<file path="src/rtl/avr_sram_bridge.sv">
// Bridges an AVR-style serial-address / parallel-data port onto an asynchronous SRAM.
// The address is shifted in serially and each strobe edge becomes one timed SRAM access.
module avr_sram_bridge #(
  parameter int ADDR_W      = 21,
  parameter int DATA_W      = 8,
  parameter int WAIT_CYCLES = 2
) (
  input  logic              clk,
  input  logic              reset,
  input  logic              avr_ce,
  input  logic              avr_clk,
  input  logic              avr_si,
  input  logic              avr_we,
  input  logic              avr_oe,
  input  logic [2:0]        avr_ctrl,
  input  logic [DATA_W-1:0] avr_data_i,
  output logic [DATA_W-1:0] avr_data_o,
  output logic              avr_data_oe,
  output logic [ADDR_W-1:0] sram_addr,
  input  logic [DATA_W-1:0] sram_data_i,
  output logic [DATA_W-1:0] sram_data_o,
  output logic              sram_data_oe,
  output logic              sram_ce_n,
  output logic              sram_oe_n,
  output logic              sram_we_n,
  output logic              busy,
  output logic              ovr
);

  localparam int CNT_W = (WAIT_CYCLES > 1) ? $clog2(WAIT_CYCLES) : 1;

  typedef enum logic [2:0] {
    IDLE,
    WR_SETUP,
    WR_PULSE,
    WR_HOLD,
    RD_SETUP,
    RD_WAIT,
    RD_DONE
  } state_t;

  state_t           state, state_next;
  logic [CNT_W-1:0] cnt;
  logic             clk_q, we_q, oe_q;
  logic             clk_rise, we_rise, oe_rise;
  logic             cnt_last, shift_ok, step_ok;
  logic             ce_n_next, oe_n_next, we_n_next, data_oe_next;
  logic             unused_ctrl;

  assign unused_ctrl = avr_ctrl[2];

  assign clk_rise = avr_clk & ~clk_q;
  assign we_rise  = avr_we  & ~we_q;
  assign oe_rise  = avr_oe  & ~oe_q;
  assign cnt_last = (cnt == CNT_W'(WAIT_CYCLES - 1));
  assign shift_ok = avr_ce & ~busy & clk_rise;
  assign step_ok  = ((state == WR_HOLD) || (state == RD_DONE)) && avr_ctrl[0];

  // Strobes are decoded from the next state and registered, so they track the state exactly.
  always_comb begin
    // NOTE: every combinational output is assigned a default first so no path can infer a latch.
    state_next   = state;
    ce_n_next    = 1'b1;
    oe_n_next    = 1'b1;
    we_n_next    = 1'b1;
    data_oe_next = 1'b0;
    case (state)
      IDLE: begin
        if (!avr_ce) begin
          if (we_rise)      state_next = WR_SETUP;
          else if (oe_rise) state_next = RD_SETUP;
        end
      end
      WR_SETUP: state_next = WR_PULSE;
      WR_PULSE: if (cnt_last) state_next = WR_HOLD;
      WR_HOLD:  state_next = IDLE;
      RD_SETUP: state_next = RD_WAIT;
      RD_WAIT:  if (cnt_last) state_next = RD_DONE;
      RD_DONE:  state_next = IDLE;
      default:  state_next = IDLE;
    endcase
    case (state_next)
      WR_SETUP, WR_HOLD: begin
        ce_n_next    = 1'b0;
        data_oe_next = 1'b1;
      end
      WR_PULSE: begin
        ce_n_next    = 1'b0;
        we_n_next    = 1'b0;
        data_oe_next = 1'b1;
      end
      RD_SETUP, RD_WAIT: begin
        ce_n_next = 1'b0;
        oe_n_next = 1'b0;
      end
      default: ;
    endcase
  end

  always_ff @(posedge clk or posedge reset) begin
    // NOTE: sequential state uses non-blocking assignments so all registers update from pre-edge values.
    if (reset) begin
      state        <= IDLE;
      cnt          <= '0;
      sram_ce_n    <= 1'b1;
      sram_oe_n    <= 1'b1;
      sram_we_n    <= 1'b1;
      sram_data_oe <= 1'b0;
      busy         <= 1'b0;
    end else begin
      state        <= state_next;
      cnt          <= (state_next != state) ? '0 : cnt + CNT_W'(1);
      sram_ce_n    <= ce_n_next;
      sram_oe_n    <= oe_n_next;
      sram_we_n    <= we_n_next;
      sram_data_oe <= data_oe_next;
      busy         <= (state_next != IDLE);
    end
  end

  always_ff @(posedge clk or posedge reset) begin
    if (reset) begin
      clk_q       <= 1'b0;
      we_q        <= 1'b0;
      oe_q        <= 1'b0;
      avr_data_oe <= 1'b0;
      avr_data_o  <= '0;
      sram_data_o <= '0;
      sram_addr   <= '0;
      ovr         <= 1'b0;
    end else begin
      clk_q       <= avr_clk;
      we_q        <= avr_we;
      oe_q        <= avr_oe;
      avr_data_oe <= avr_oe & ~avr_ce;

      if (state == IDLE && !avr_ce && we_rise)
        sram_data_o <= avr_data_i;
      if (state == RD_WAIT && cnt_last)
        avr_data_o <= sram_data_i;

      // Shifting only happens while idle and stepping only at the end of an access.
      if (shift_ok)
        sram_addr <= {sram_addr[ADDR_W-2:0], avr_si};
      else if (step_ok)
        sram_addr <= avr_ctrl[1] ? sram_addr - ADDR_W'(1) : sram_addr + ADDR_W'(1);

      if (busy && (we_rise || oe_rise))
        ovr <= 1'b1;
      else if (shift_ok)
        ovr <= 1'b0;
    end
  end

endmodule

</file>
<file path="config.mk">
export PLATFORM = sky130hd
export DESIGN_NAME = avr_sram_bridge
export DESIGN_NICKNAME = d
export VERILOG_FILES = /design/src/rtl/avr_sram_bridge.sv
export SDC_FILE = /design/constraint.sdc
export NUM_CORES = 1
export LEC_CHECK = 0
export BUFFER_PORTS_ARGS = -buffer_cell sky130_fd_sc_hd__buf_2
export CORE_ASPECT_RATIO = 1.75
export CORE_MARGIN = 10
export CORE_UTILIZATION = 45
export DETAILED_ROUTE_END_ITERATION = 12
export PLACE_DENSITY = 0.68
export SLEW_MARGIN = 15
export SYNTH_ARGS = -nofsm -noshare
export SYNTH_HDL_FRONTEND = slang
export SYNTH_SLANG_ARGS = --single-unit
export TNS_END_PERCENT = 100
</file>
<file path="constraint.sdc">
create_clock -name clk -period 6.15 [get_ports clk]
set_clock_uncertainty 0.2 [all_clocks]
set_input_delay 1.23 -clock clk [delete_from_list [all_inputs] [get_ports clk]]
set_output_delay 1.23 -clock clk [all_outputs]
set_load 0.02 [all_outputs]
</file>
==> run summary, run 1 <==
WL per Instance -> 16.27 um
Fin crit share -> 0.6038
Starting Density -> 0.4617
Global-route wire length before repair -> 13180 um
Worst path arrival time -> 3.70 ns
DP Wirelength -> 5900 um
Power share of the clock group -> 0.142
Cells after DPL -> 480
Slew @ Worst Pin -> 0.8908 ns
Commonest non-fill, non-tap cell in the layout -> buf_2
Worst Hold Launch -> ovr$_DFFE_PP0P_
Syn Area/Cell -> 9.310 um2
Total track usage -> 0.1446
Largest net degree at the start of global routing -> 52
P_leak -> 1.749 nW
Number of flops mapped to enable cells by yosys -> 0
Die H -> 131.0 um
DR iter-0 viols -> 116
Initial antenna violation count -> 0
DR DRC count -> 0
Setup ws final -> 2.437 ns
Top-level I/O count -> 70
Crit start category -> input port
Syn Nets -> 386
Die area -> 0.01092 mm2
WHS Path Cells -> 2
Root Buffer -> clkbuf_16
Crit Path Category -> in2reg
H-tree levels -> 2
Post-synth cell types -> 52
Clock net sink count -> 51
Clock Tree Buf Depth -> 2
Buffers added on ports -> 68
Vias in the first global route -> 2844
Worst r2r src -> sram_addr[0]$_DFFE_PP0P_
Gate power share -> 0.551
R2R setup slack -> 3.48 ns
Worst Path Max Fanout -> 22
Critical Path Sink Type -> flop
Minimum clock period -> 3.713 ns
Post-DRT Antenna Nets -> 0
Cts hold-fix bufs -> 0
Flop pwr share -> 0.307
Power Dens Cells -> 554.0 mW/mm2
Int Pwr -> 0.001124 W
Synth Flop Type -> dfrtp_1
Worst Hold Path EP -> ovr$_DFFE_PP0P_
Area grow syn2layout -> 17.79%
Critical path required time -> 6.14 ns
FFs w/ async S/R, synth -> 1.000
Nets -> 449
R2R depth -> 9
Max-slew headroom -> 0.4062
Via/cell ratio -> 5.633
Net switching power -> 0.0009416 W
Setup violators final -> 0
N_diodes -> 0
HP Class -> reg2reg
Synthesized area -> 0.003166 mm2
Most frequent cells in the layout -> buf_2 (68), dfrtp_1 (48), nand2_1 (38)
CTS buffer count -> 5
Synth warn -> 0
RSZ-0062 raised after global routing -> no
Flops & latches, synth -> 51
Fmax -> 0.2693 GHz
Drt total wl -> 7941 um
Cell count after synthesis -> 340
Setup TNS -> 0 ns
GRT overflow -> 0
Post_cts resized -> 0
Register area share after synthesis -> 0.4043
Fin Hold WS -> 0.2636 ns
Row cnt -> 40
Pre-antenna DRT Iters -> 4
Final hold viol count -> 0
Share of layout cells above drive strength 1 -> 0.2599
Worst VDD drop -> 320.2 uV
DIE WIDTH -> 83.40 um
Placer Congestion -> 0.8497
DR vias -> 2749
Clock Latency Late Sink -> 0.30 ns
Setup bufs post-CTS -> 0
Place WS -> 2.133 ns
Non-filler cells, final -> 488
Clock tree from TritonCTS -> built
CTS clk-pin slew, worst paths -> 0.07 ns
Count of pins over their slew limit -> 0
Core Region -> 0.006857 mm2
Status -> complete, no violations
Number of max-cap violations -> 0
Sw Ratio -> 0.4558
FF-to-FF End -> sram_addr[18]$_DFFE_PP0P_
-- layout make-up --
cell class                 instances  area [um2]
clock buffer                       5       125.1
clock inverter                     3       26.28
fill                             650        3128
inverter                           7       26.28
multi-input combinational        267        1803
sequential                        51        1280
tap                               84       105.1
timing repair buffer              71       362.8
-- layer usage --
layer	share of wire	track usage	up-vias
met3	0.066	0.04833	11
met2	0.53	0.2737	72
met4	0.015	0.05231	0
met1	0.39	0.1426	1298
li1	-	-	1368
met5	0	0	-
-- flip-flops by register name, summed over array words and instances (netlist names) --
signal / flops
sram_addr: 21
avr_data_o: 8
sram_data_o: 8
state: 3
avr_data_oe: 1
busy: 1
clk_q: 1
cnt: 1
oe_q: 1
ovr: 1
sram_ce_n: 1
sram_data_oe: 1
sram_oe_n: 1
sram_we_n: 1
we_q: 1
-- power by group through the flow --
stage               clock, W  sequential [W]  combinational, W
floorplan                  0        0.000774          0.000693
global placement           0        0.000634           0.00113
detailed placement         0        0.000642           0.00115
CTS                 0.000303        0.000636           0.00115
global route        0.000312        0.000661           0.00128
finish              0.000293        0.000634           0.00114
-- how the worst max path moves through the flow --
stage,slack [ns],end,from
global placement,2.15,sram_addr[18]$_DFFE_PP0P_,avr_ctrl[1]
finish,2.44,sram_addr[18]$_DFFE_PP0P_,avr_ctrl[1]
global route,2.27,sram_addr[18]$_DFFE_PP0P_,avr_ctrl[1]
detailed placement,2.13,sram_addr[18]$_DFFE_PP0P_,avr_ctrl[1]
CTS,2.44,sram_addr[18]$_DFFE_PP0P_,avr_ctrl[1]
floorplan,2.95,sram_addr[18]$_DFFE_PP0P_,avr_ctrl[1]
-- critical path, stage by stage --
cell and delay [ns]:
buf_2 0.40, inv_1 0.17, fa_1 0.46, and2b_1 0.24, o2111ai_1 0.13, a21oi_1 0.27
o21ai_2 0.13, a211oi_1 0.37, mux2i_1 0.23, nor2_1 0.06
-- stage by stage --
step / area [um2] / total power [W] / util
finish: 3729 / 0.002066 / 0.5438
detailed placement: 3577 / 0.001789 / 0.5217
global route: 3729 / 0.002251 / 0.5438
floorplan: 3166 / 0.001468 / -
global placement: 3577 / 0.001764 / 0.5217
CTS: 3729 / 0.002092 / 0.5438
-- Yosys cell counts, types with 6 or more instances --
cell type	count	area, um2
a211oi_1	6	45.04
a21o_1	8	60.06
a21oi_1	35	175.2
and3_1	9	56.30
buf_2	7	35.03
clkbuf_1	8	30.03
dfrtp_1	48	1201
ha_1	19	237.7
inv_1	7	26.28
mux2_2	16	180.2
nand2_1	38	142.6
nand3_1	12	60.06
nor2_1	19	71.32
o211ai_1	6	45.04
o21ai_0	20	100.1
or3_1	7	43.79
xnor2_1	8	70.07
-- cell families (layout without fill, tap and decap cells) --
group | Yosys count | in the layout | share of synthesized area
AND/OR/NAND/NOR | 113 | 113 | 0.1787
adder cells (fa/ha/maj) | 20 | 20 | 0.08142
XOR/XNOR | 12 | 12 | 0.03320
multiplexers | 20 | 20 | 0.07114
buffers and inverters | 22 | 86 | 0.02885
flip-flops | 51 | 51 | 0.4043
AO/OA/AOI/OAI | 102 | 102 | 0.2024
(Power assumes the default switching activity.)
==> inputs of run 2 (changes only) <==
ABC_AREA = 1   (was unset)
PLACE_DENSITY = 0.67   (was 0.68)
clock period = 3.7 ns   (was 6.15 ns; I/O delays follow)
==> run 2 against run 1 <==
Non-clock buffer count is 2 lower. Combinational power up 87%. Routed wire length is 19% higher. Hold slack gained 0.0087 ns. Die area grew 7.8%. Sequential power is 57% higher. Worst setup slack got worse by 1.3 ns. Design area increased by 8.6%.
==> run summary, run 2 <==
DR iter-0 viols -> 208 (+79%)
FFs w/ async S/R, synth -> 1.000 (unchanged)
Max reg flops -> 21 (unchanged)
Post-DRT Antenna Nets -> 0 (unchanged)
Critical Path Sink Type -> flop
DP Wirelength -> 7514 um (+27%)
Register area share after synthesis -> 0.3686 (-0.03570)
Slew @ Worst Pin -> 0.8713 ns (-0.01949 ns)
Worst VDD drop -> 547.7 uV (+71%)
HP Class -> reg2reg
DR DRC count -> 0 (unchanged)
CTS buffer count -> 5 (unchanged)
Worst Path Max Fanout -> 12 (-45%)
Peak per-stage delay on the critical path -> 0.47 ns (about the same)
Initial antenna violation count -> 0 (unchanged)
Row cnt -> 42 (+5.0%)
Top-level I/O count -> 70 (unchanged)
Number of fill cells -> 772 (+19%)
Post-synth cell types -> 34 (-35%)
Power Dens Cells -> 893.4 mW/mm2 (+61%)
Crit start category -> input port
Drt total wl -> 9467 um (+19%)
Worst path arrival time -> 2.57 ns (-1.13 ns)
Most frequent cell after synthesis -> nand2_1
Status -> complete, no violations
Pre-antenna DRT Iters -> 4 (unchanged)
Post_cts resized -> 0 (unchanged)
Number of flops mapped to enable cells by yosys -> 0 (unchanged)
Global-route wire length before repair -> 15930 um (+21%)
Synth area leaders -> dfrtp_1 (35%), nand2_1 (20%), inv_1 (8.4%)
Register with the most flip-flops -> sram_addr
Yosys top cell area share -> 0.3459 (-0.03350)
Nets -> 614 (+37%)
Syn Area/Cell -> 7.000 um2 (-25%)
Slowest cell on the critical path -> fa_1
Largest net degree at the start of global routing -> 52 (unchanged)
Post-synth top area cell -> dfrtp_1
Core Region -> 0.007567 mm2 (+10%)
P_leak -> 2.292 nW (+31%)
Flops & latches, synth -> 51 (unchanged)
Most frequent cells in the layout -> nand2_1 (189), inv_1 (77), buf_2 (68)
Total track usage -> 0.1657 (+0.02115)
H-tree levels -> 2 (unchanged)
Starting Density -> 0.4588 (-0.002849)
Minimum clock period -> 2.579 ns
Worst r2r src -> sram_addr[0]$_DFFE_PP0P_
Critical path required time -> 3.69 ns (-2.45 ns)
Synth Flop Type -> dfrtp_1
Number of max-cap violations -> 0 (unchanged)
Cells after DPL -> 649 (+35%)
N_diodes -> 0 (unchanged)
Via/cell ratio -> 5.030 (-11%)
CP Launch Point -> avr_ctrl[1]
Setup TNS -> 0 ns (unchanged)
Cts hold-fix bufs -> 0 (unchanged)
Commonest cells post-synth -> nand2_1 (189), inv_1 (78), dfrtp_1 (48), nor2_1 (34), nand3_1 (32)
CTS clk-pin slew, worst paths -> 0.07 ns (about the same)
Worst path most repeated cell -> nand2_1
Placer Congestion -> 0.9443 (+11%)
Final Power -> 0.003616 W (+75%)
Largest regs -> sram_addr (21), avr_data_o (8), sram_data_o (8)
R2R depth -> 12 (+3)
CP cell instances -> buf_2 > inv_1 > fa_1 > inv_1 > nand3_1 > nand3_1 > nand2_1 > nand2_1 > nand3_1 > nand2_1 > nand2_1 > nand3_1 > nand2_1
Setup bufs post-CTS -> 0 (unchanged)
Die H -> 136.2 um (+4.0%)
Syn Nets -> 542 (+40%)
Cell count after synthesis -> 496 (+46%)
Final hold viol count -> 0 (unchanged)
R2R setup slack -> 1.45 ns (-2.03 ns)
Area grow syn2layout -> 16.58%
Clock tree from TritonCTS -> built
Count of pins over their slew limit -> 0 (unchanged)
Clock net sink count -> 51 (unchanged)
Fin crit share -> 0.6971
Crit Path Category -> in2reg
DR vias -> 3305 (+20%)
Root Buffer -> clkbuf_16
Non-filler cells, final -> 657 (+35%)
Max-slew headroom -> 0.4192 (+0.01300)
DIE WIDTH -> 86.40 um (+3.6%)
Buffers added on ports -> 68 (unchanged)
Synthesized area -> 0.003472 mm2 (+9.7%)
WHS Path Cells -> 2 (unchanged)
Clock Tree Buf Depth -> 2 (unchanged)
Commonest non-fill, non-tap cell in the layout -> nand2_1
RSZ-0062 raised after global routing -> no
Vias in the first global route -> 3529 (+24%)
WL per Instance -> 14.41 um (-11%)
GRT overflow -> 0 (unchanged)
Clock Latency Late Sink -> 0.30 ns (about the same)
Share of layout cells above drive strength 1 -> 0.1933 (-0.06658)
Worst Hold Launch -> avr_data_o[0]$_DFFE_PP0P_
Fmax -> 0.3877 GHz
Die area -> 0.01177 mm2 (+7.8%)
Synth warn -> 0 (unchanged)
Setup violators final -> 0 (unchanged)
## run 2: changes by cell type in the layout (fill, tap and decap cells not counted), sizes merged, moves of 10 or more
| cell | delta |
|---|---|
| a21oi | -23 |
| o21ai | -15 |
| nand3 | +23 |
| nor2 | +20 |
| nand2 | +155 |
| and3 | -10 |
| mux2 | -17 |
| inv | +81 |
## run 2: kinds of logic (layout without fill, tap and decap cells)
group | count (synthesis) | count (layout) | share of synthesized area
AOI/OAI and AO/OA | 43 | 43 | 0.08360
xor gates and xnor gates | 11 | 11 | 0.02775
adders and majority gates | 20 | 20 | 0.07424
buffers and inverters | 93 | 166 | 0.1059
DFF | 51 | 51 | 0.3686
and+or+nand+nor | 278 | 278 | 0.3398
## run 2: layout make-up
class                           count  area (um2)  area share
Inverter                           89       337.8     0.08346
Clock buffer                        5       125.1     0.03091
Tap cell                           88       110.1     0.02720
Clock inverter                      3       22.52    0.005564
Sequential cell                    51        1280      0.3162
Multi-Input combinational cell    352        1824      0.4507
Timing Repair Buffer               69       347.8     0.08594
## run 2: where the power goes
part	leakage [nW]	internal [W]	total [W]	switching [W]
combinational	1.60	0.000749	0.00213	0.00138
sequential	0.621	0.000814	0.000997	0.000183
clock	0.0746	0.000255	0.000486	0.000231
## run 2: worst max-delay path: cells and delay by family
kind                       cells  cell delay, ns
and+or+nand+nor                9            0.92
buffers and inverters          3            0.46
adders and majority gates      1            0.47
## run 2: layer usage
layer	vias up	global-route usage	share of wire
li1	1682	-	-
met1	1524	0.1607	0.37
met2	82	0.3110	0.55
met3	17	0.04314	0.054
met4	0	0.07776	0.030
met5	-	0	0
## run 2: metrics by stage
step | hold slack [ns] | utilization | cell area (um2) | setup WS (ns)
detailed placement | 0.2575 | 0.5152 | 3899 | 0.8074
finish | 0.2723 | 0.5349 | 4048 | 1.121
CTS | 0.2758 | 0.5347 | 4046 | 1.120
global placement | 0.2504 | 0.5152 | 3899 | 0.8656
floorplan | 0.3534 | - | 3472 | 1.460
global route | 0.3045 | 0.5349 | 4048 | 1.010
## run 2: path summary, 6_finish.rpt
| kind | endpoint |
|---|---|
| max in group asynchronous | sram_addr[2]$_DFFE_PP0P_ |
| min | avr_data_o[0]$_DFFE_PP0P_ |
| min reg2reg | avr_data_o[0]$_DFFE_PP0P_ |
| min in group asynchronous | clk_q$_DFF_PP0_ |
| max | sram_addr[14]$_DFFE_PP0P_ |
| max reg2reg | sram_addr[14]$_DFFE_PP0P_ |
